**src/rtl/pipe_stage_buf.sv**
```systemverilog
// Pipeline-stage register carrying {instr, pc, wreg, result, rd2} with a
// valid/ready handshake, synchronous flush and an optional 2-entry skid buffer.
// SKID=1: registered in_ready, EMPTY/ONE/FULL FSM. SKID=0: single entry,
// in_ready passes out_ready through combinationally.
module pipe_stage_buf #(
  parameter int DATA_W = 32,
  parameter int REG_W  = 5,
  parameter int SKID   = 1
) (
  input  logic              clk,
  input  logic              reset,
  input  logic              flush,
  input  logic              in_valid,
  output logic              in_ready,
  input  logic [DATA_W-1:0] in_instr,
  input  logic [DATA_W-1:0] in_pc,
  input  logic [REG_W-1:0]  in_wreg,
  input  logic [DATA_W-1:0] in_result,
  input  logic [DATA_W-1:0] in_rd2,
  output logic              out_valid,
  input  logic              out_ready,
  output logic [DATA_W-1:0] out_instr,
  output logic [DATA_W-1:0] out_pc,
  output logic [REG_W-1:0]  out_wreg,
  output logic [DATA_W-1:0] out_result,
  output logic [DATA_W-1:0] out_rd2,
  output logic [1:0]        occupancy
);

  typedef struct packed {
    logic [DATA_W-1:0] instr;
    logic [DATA_W-1:0] pc;
    logic [REG_W-1:0]  wreg;
    logic [DATA_W-1:0] result;
    logic [DATA_W-1:0] rd2;
  } entry_t;

  entry_t in_ent, head_q, out_ent;
  logic   head_vld;
  logic   accept, retire;

  assign in_ent = '{instr: in_instr, pc: in_pc, wreg: in_wreg,
                    result: in_result, rd2: in_rd2};
  assign accept = in_valid && in_ready;
  assign retire = head_vld && out_ready;

  // Bubbles read as all-zero so wreg=0 keeps downstream hazard logic inert.
  assign out_ent    = head_vld ? head_q : '0;
  assign out_valid  = head_vld;
  assign out_instr  = out_ent.instr;
  assign out_pc     = out_ent.pc;
  assign out_wreg   = out_ent.wreg;
  assign out_result = out_ent.result;
  assign out_rd2    = out_ent.rd2;

  generate
    if (SKID != 0) begin : g_skid
      typedef enum logic [1:0] {S_EMPTY = 2'd0, S_ONE = 2'd1, S_FULL = 2'd2} state_t;
      state_t state_q, state_d;
      entry_t skid_q;
      logic   rdy_q;

      // State register; in_ready is its own flop so it never sees out_ready combinationally.
      always_ff @(posedge clk or negedge reset) begin
        if (!reset) begin
          state_q <= S_EMPTY;
          rdy_q   <= 1'b1;
        end else begin
          state_q <= state_d;
          rdy_q   <= (state_d != S_FULL);
        end
      end

      // Next-state: flush wins over any simultaneous accept or retire.
      always_comb begin
        state_d = state_q;
        if (flush) begin
          state_d = S_EMPTY;
        end else begin
          case (state_q)
            S_EMPTY: if (accept) state_d = S_ONE;
            S_ONE: begin
              if (accept && !retire)      state_d = S_FULL;
              else if (retire && !accept) state_d = S_EMPTY;
            end
            S_FULL:  if (retire) state_d = S_ONE;
            default: state_d = S_EMPTY;
          endcase
        end
      end

      // Outputs decoded from the registered state.
      always_comb begin
        head_vld  = (state_q != S_EMPTY);
        in_ready  = rdy_q;
        occupancy = (state_q == S_FULL) ? 2'd2 : (state_q == S_ONE) ? 2'd1 : 2'd0;
      end

      // Entry storage: head is always the oldest; skid holds the younger entry when FULL.
      always_ff @(posedge clk or negedge reset) begin
        if (!reset) begin
          head_q <= '0;
          skid_q <= '0;
        end else if (!flush) begin
          case (state_q)
            S_EMPTY: if (accept) head_q <= in_ent;
            S_ONE: begin
              if (accept && retire) head_q <= in_ent;
              else if (accept)      skid_q <= in_ent;
            end
            S_FULL:  if (retire) head_q <= skid_q;
            default: ;
          endcase
        end
      end
    end else begin : g_single
      logic vld_q;

      // Single entry: accept (even with a same-cycle retire) reloads it; retire alone empties it.
      always_ff @(posedge clk or negedge reset) begin
        if (!reset) begin
          vld_q  <= 1'b0;
          head_q <= '0;
        end else if (flush) begin
          vld_q  <= 1'b0;
        end else if (accept) begin
          vld_q  <= 1'b1;
          head_q <= in_ent;
        end else if (retire) begin
          vld_q  <= 1'b0;
        end
      end

      // Ready passes through when the held entry is leaving this cycle.
      always_comb begin
        head_vld  = vld_q;
        in_ready  = !vld_q || out_ready;
        occupancy = {1'b0, vld_q};
      end
    end
  endgenerate

endmodule
```
**config.mk**
```make
export PLATFORM = sky130hd
export DESIGN_NAME = pipe_stage_buf
export DESIGN_NICKNAME = d
export VERILOG_FILES = /design/src/rtl/pipe_stage_buf.sv
export SDC_FILE = /design/constraint.sdc
export NUM_CORES = 1
export LEC_CHECK = 0
export ABC_CLOCK_PERIOD_IN_PS = 3200
export CAP_MARGIN = 20
export CORE_ASPECT_RATIO = 0.8
export CORE_MARGIN = 1
export CORE_UTILIZATION = 55
export DETAILED_ROUTE_END_ITERATION = 6
export PLACE_DENSITY = 0.86
export SKIP_LAST_GASP = 1
export SLEW_MARGIN = 20
export SYNTH_ARGS = -nofsm -noshare
export SYNTH_HDL_FRONTEND = slang
export SYNTH_SLANG_ARGS = --single-unit
```
**constraint.sdc**
```tcl
create_clock -name clk -period 3.2 [get_ports clk]
set_input_delay 0.96 -clock clk [delete_from_list [all_inputs] [get_ports clk]]
set_output_delay 0.96 -clock clk [all_outputs]
set_load 0.01 [all_outputs]
```
==> impl_metrics.yaml <==
pwr:
  power.leakage_nw: 8.76
  powerDensity_nw_per_um2: 618
  vdd_drop_max_uv: 394
setup_path:
  crit_type: "reg2out"
  critPathCaptureType: "output port"
  critPathLaunchType: "flop"
  worstPathMaxFanout: 33
  crit_arrival_ps: 2230
  crit_required_ps: 2240
  reg2reg_setup_slack_ps: 1090
routing:
  wl_per_cell_um: 18.4
  drt_iter0_drc: 413
  routed_wl_um: 29400
  dr.pass1.iters: 4
  ant_nets: 0
  drc_errors: 0
  vias: 8467
  avgViaCountPerCell: 5.31
die:
  pin_count: 275
  fp.dieW_um: 169
  core-area_um2: 21800
  row_count: 48
  dieArea_um2: 23000
  die_h_um: 136
  start_util: 0.566
yosys:
  synth-main-ff-cell: "dfrtp_1"
  netlist_area_um2: 12300
  yosys-top-cells-count: "dfrtp_1 (268), nand2_1 (136), mux2i_1 (134), and2_1 (133), o21ai_1 (133)"
  ys_ff_latch: 269
  yosysSeqAreaShare: 0.546
  synth_top_area_frac: 0.544
  synthDistinctLibCells: 23
  syn-instance-count: 1025
  avgSynthCellArea_um2: 12.0
  synth_edf_count: 0
  synth_top_area_cell: "dfrtp_1"
  synth_nets: 1163
  synth_area_leaders: "dfrtp_1 (54%), mux2i_1 (11%), mux2_4 (8.5%)"
  yosysWarnings: 0
  async_flop_share: 1.00
  yosysMostFrequentCell: "dfrtp_1"
clock_tree:
  cts_sinks: 269
  cts_buffers: 28
  insertion_delay_ps: 530
  root_buffer: "clkbuf_16"
  htreeDepth: 1
  clockBufferDepth: 3
  cts_tree: "built"
  clk_pin_slew_worst_paths_ps: 60
  hold_buffers: 0
global_routing:
  grt_antenna_before_repair: 0
  grt_pass1_vias: 8606
  grt_usage: 0.249
  grt_pass1_wl_um: 45300
  overflow: 0
  grt_max_degree: 145
sta:
  fmax_mhz: 314
  period_share: 0.996
  skew_ps: 8.91
  fin_crit_ps: 3190
  worst_slack_ps: 13.0
  worstMarginPinSlew_ps: 1010
  finalSetupViolations: 0
  rsz0062_at_grt: "true"
  maxSlewViolCount: 0
  hold_viol: 0
  setup_tns_ps: 0
  maxSlewHeadroom: 0.326
layout:
  final_net_count: 1415
  layout.cells.non_filler: 1596
  drive_gt1_frac: 0.163
  antennaDiodeCount: 0
  area_growth_pct: 33.5
  stdcell_area_um2: 16500
placed_design:
  post-place-ws_ps: 450
  gp_congestion: 0.769
  io_buffers: 274
  dp.cells: 1544
  dpl_cell_area_um2: 15300
  hpwl_um: 18300
min_path:
  hold_path.class: "in2async"
run_status:
  outcome: "finished, final reports clean"
job:
  maxCapViolCount: 0
==> power breakdown <==
group	total [mW]	switching, mW	internal, mW
logic	2.12	0.837	1.29
clock network	3.37	1.32	2.05
registers	4.68	0.437	4.24
==> registers in the layout, indices dropped and copies added (netlist names) <==
signal / flops
in_ready: 1
g_skid.state_q: 2
g_skid.skid_q: 133
head_q: 133
==> final timing paths <==
check / startpoint / to / cells past startpoint
worst max register to register: g_skid.state_q[1] / head_q[32] / 5
worst min-delay path: reset / g_skid.skid_q[119] / 1
worst min register to register: head_q[12] / head_q[12] / 2
max in group asynchronous: reset / head_q[19] / 2
min in group clk: head_q[12] / head_q[12] / 2
worst max-delay path: g_skid.state_q[0] / out_instr[23] / 4
==> timing repair <==
item,4_1_cts,5_1_grt
endpoints found under the setup margin,133,38
cloned,0,2
buffers inserted,1,0
gates resized for setup,3,33
pin swaps,0,1
==> cell usage in the layout (no fill, tap or decap), types with 2 or more instances in the layout <==
cell type / instances
mux2_4: 70
dfrtp_1: 266
bufinv_16: 2
inv_1: 2
o21ai_1: 133
clkbuf_16: 31
clkinv_2: 3
nor2_1: 2
mux2i_1: 134
dfrtp_2: 2
clkinvlp_4: 3
and2_1: 133
buf_12: 9
clkdlybuf4s50_1: 241
dlygate4sd2_1: 2
mux2_2: 63
dlymetal6s2s_1: 30
nand2_1: 135
buf_16: 2
buf_4: 8
clkbuf_8: 11
==> layer usage <==
layer | vias to the layer above | part of all wire | track usage
met2 | 235 | 0.47 | 0.405
met3 | 50 | 0.071 | 0.0734
met1 | 4191 | 0.44 | 0.329
met4 | 0 | 0.023 | 0.0611
met5 | - | 0 | 0
li1 | 3991 | - | -
==> layout make-up <==
cell class              count  area (µm²)
inverters                   2        7.51
well taps                 300         375
fillers                  1386        5330
clock inverters             8        97.6
clock buffers              41         881
repair buffers            295        3170
multi-input cells         681        5210
flip-flops and latches    269        6740
==> per-stage QoR <==
stage	util	hold WS, ps	power [mW]
3_5_place_dp	0.704	467	6.82
6_report	0.756	418	10.2
3_3_place_gp	0.704	458	6.69
4_1_cts	0.749	460	10.2
5_1_grt	0.756	488	10.6
2_1_floorplan	-	447	5.89
==> critical path, stage by stage (launching register included) <==
cell and delay, ps:
dfrtp_2 440, or2_4 350, clkbuf_16 230, and2_1 170, clkdlybuf4s50_1 500
==> logic make-up after synthesis <==
group | after synthesis | share of synthesized area
compound gates | 137 | 0.0566
mux | 267 | 0.251
simple gates | 277 | 0.113
buf+inv | 75 | 0.0332
flops | 269 | 0.546
Power figures use the tool's default switching activity.
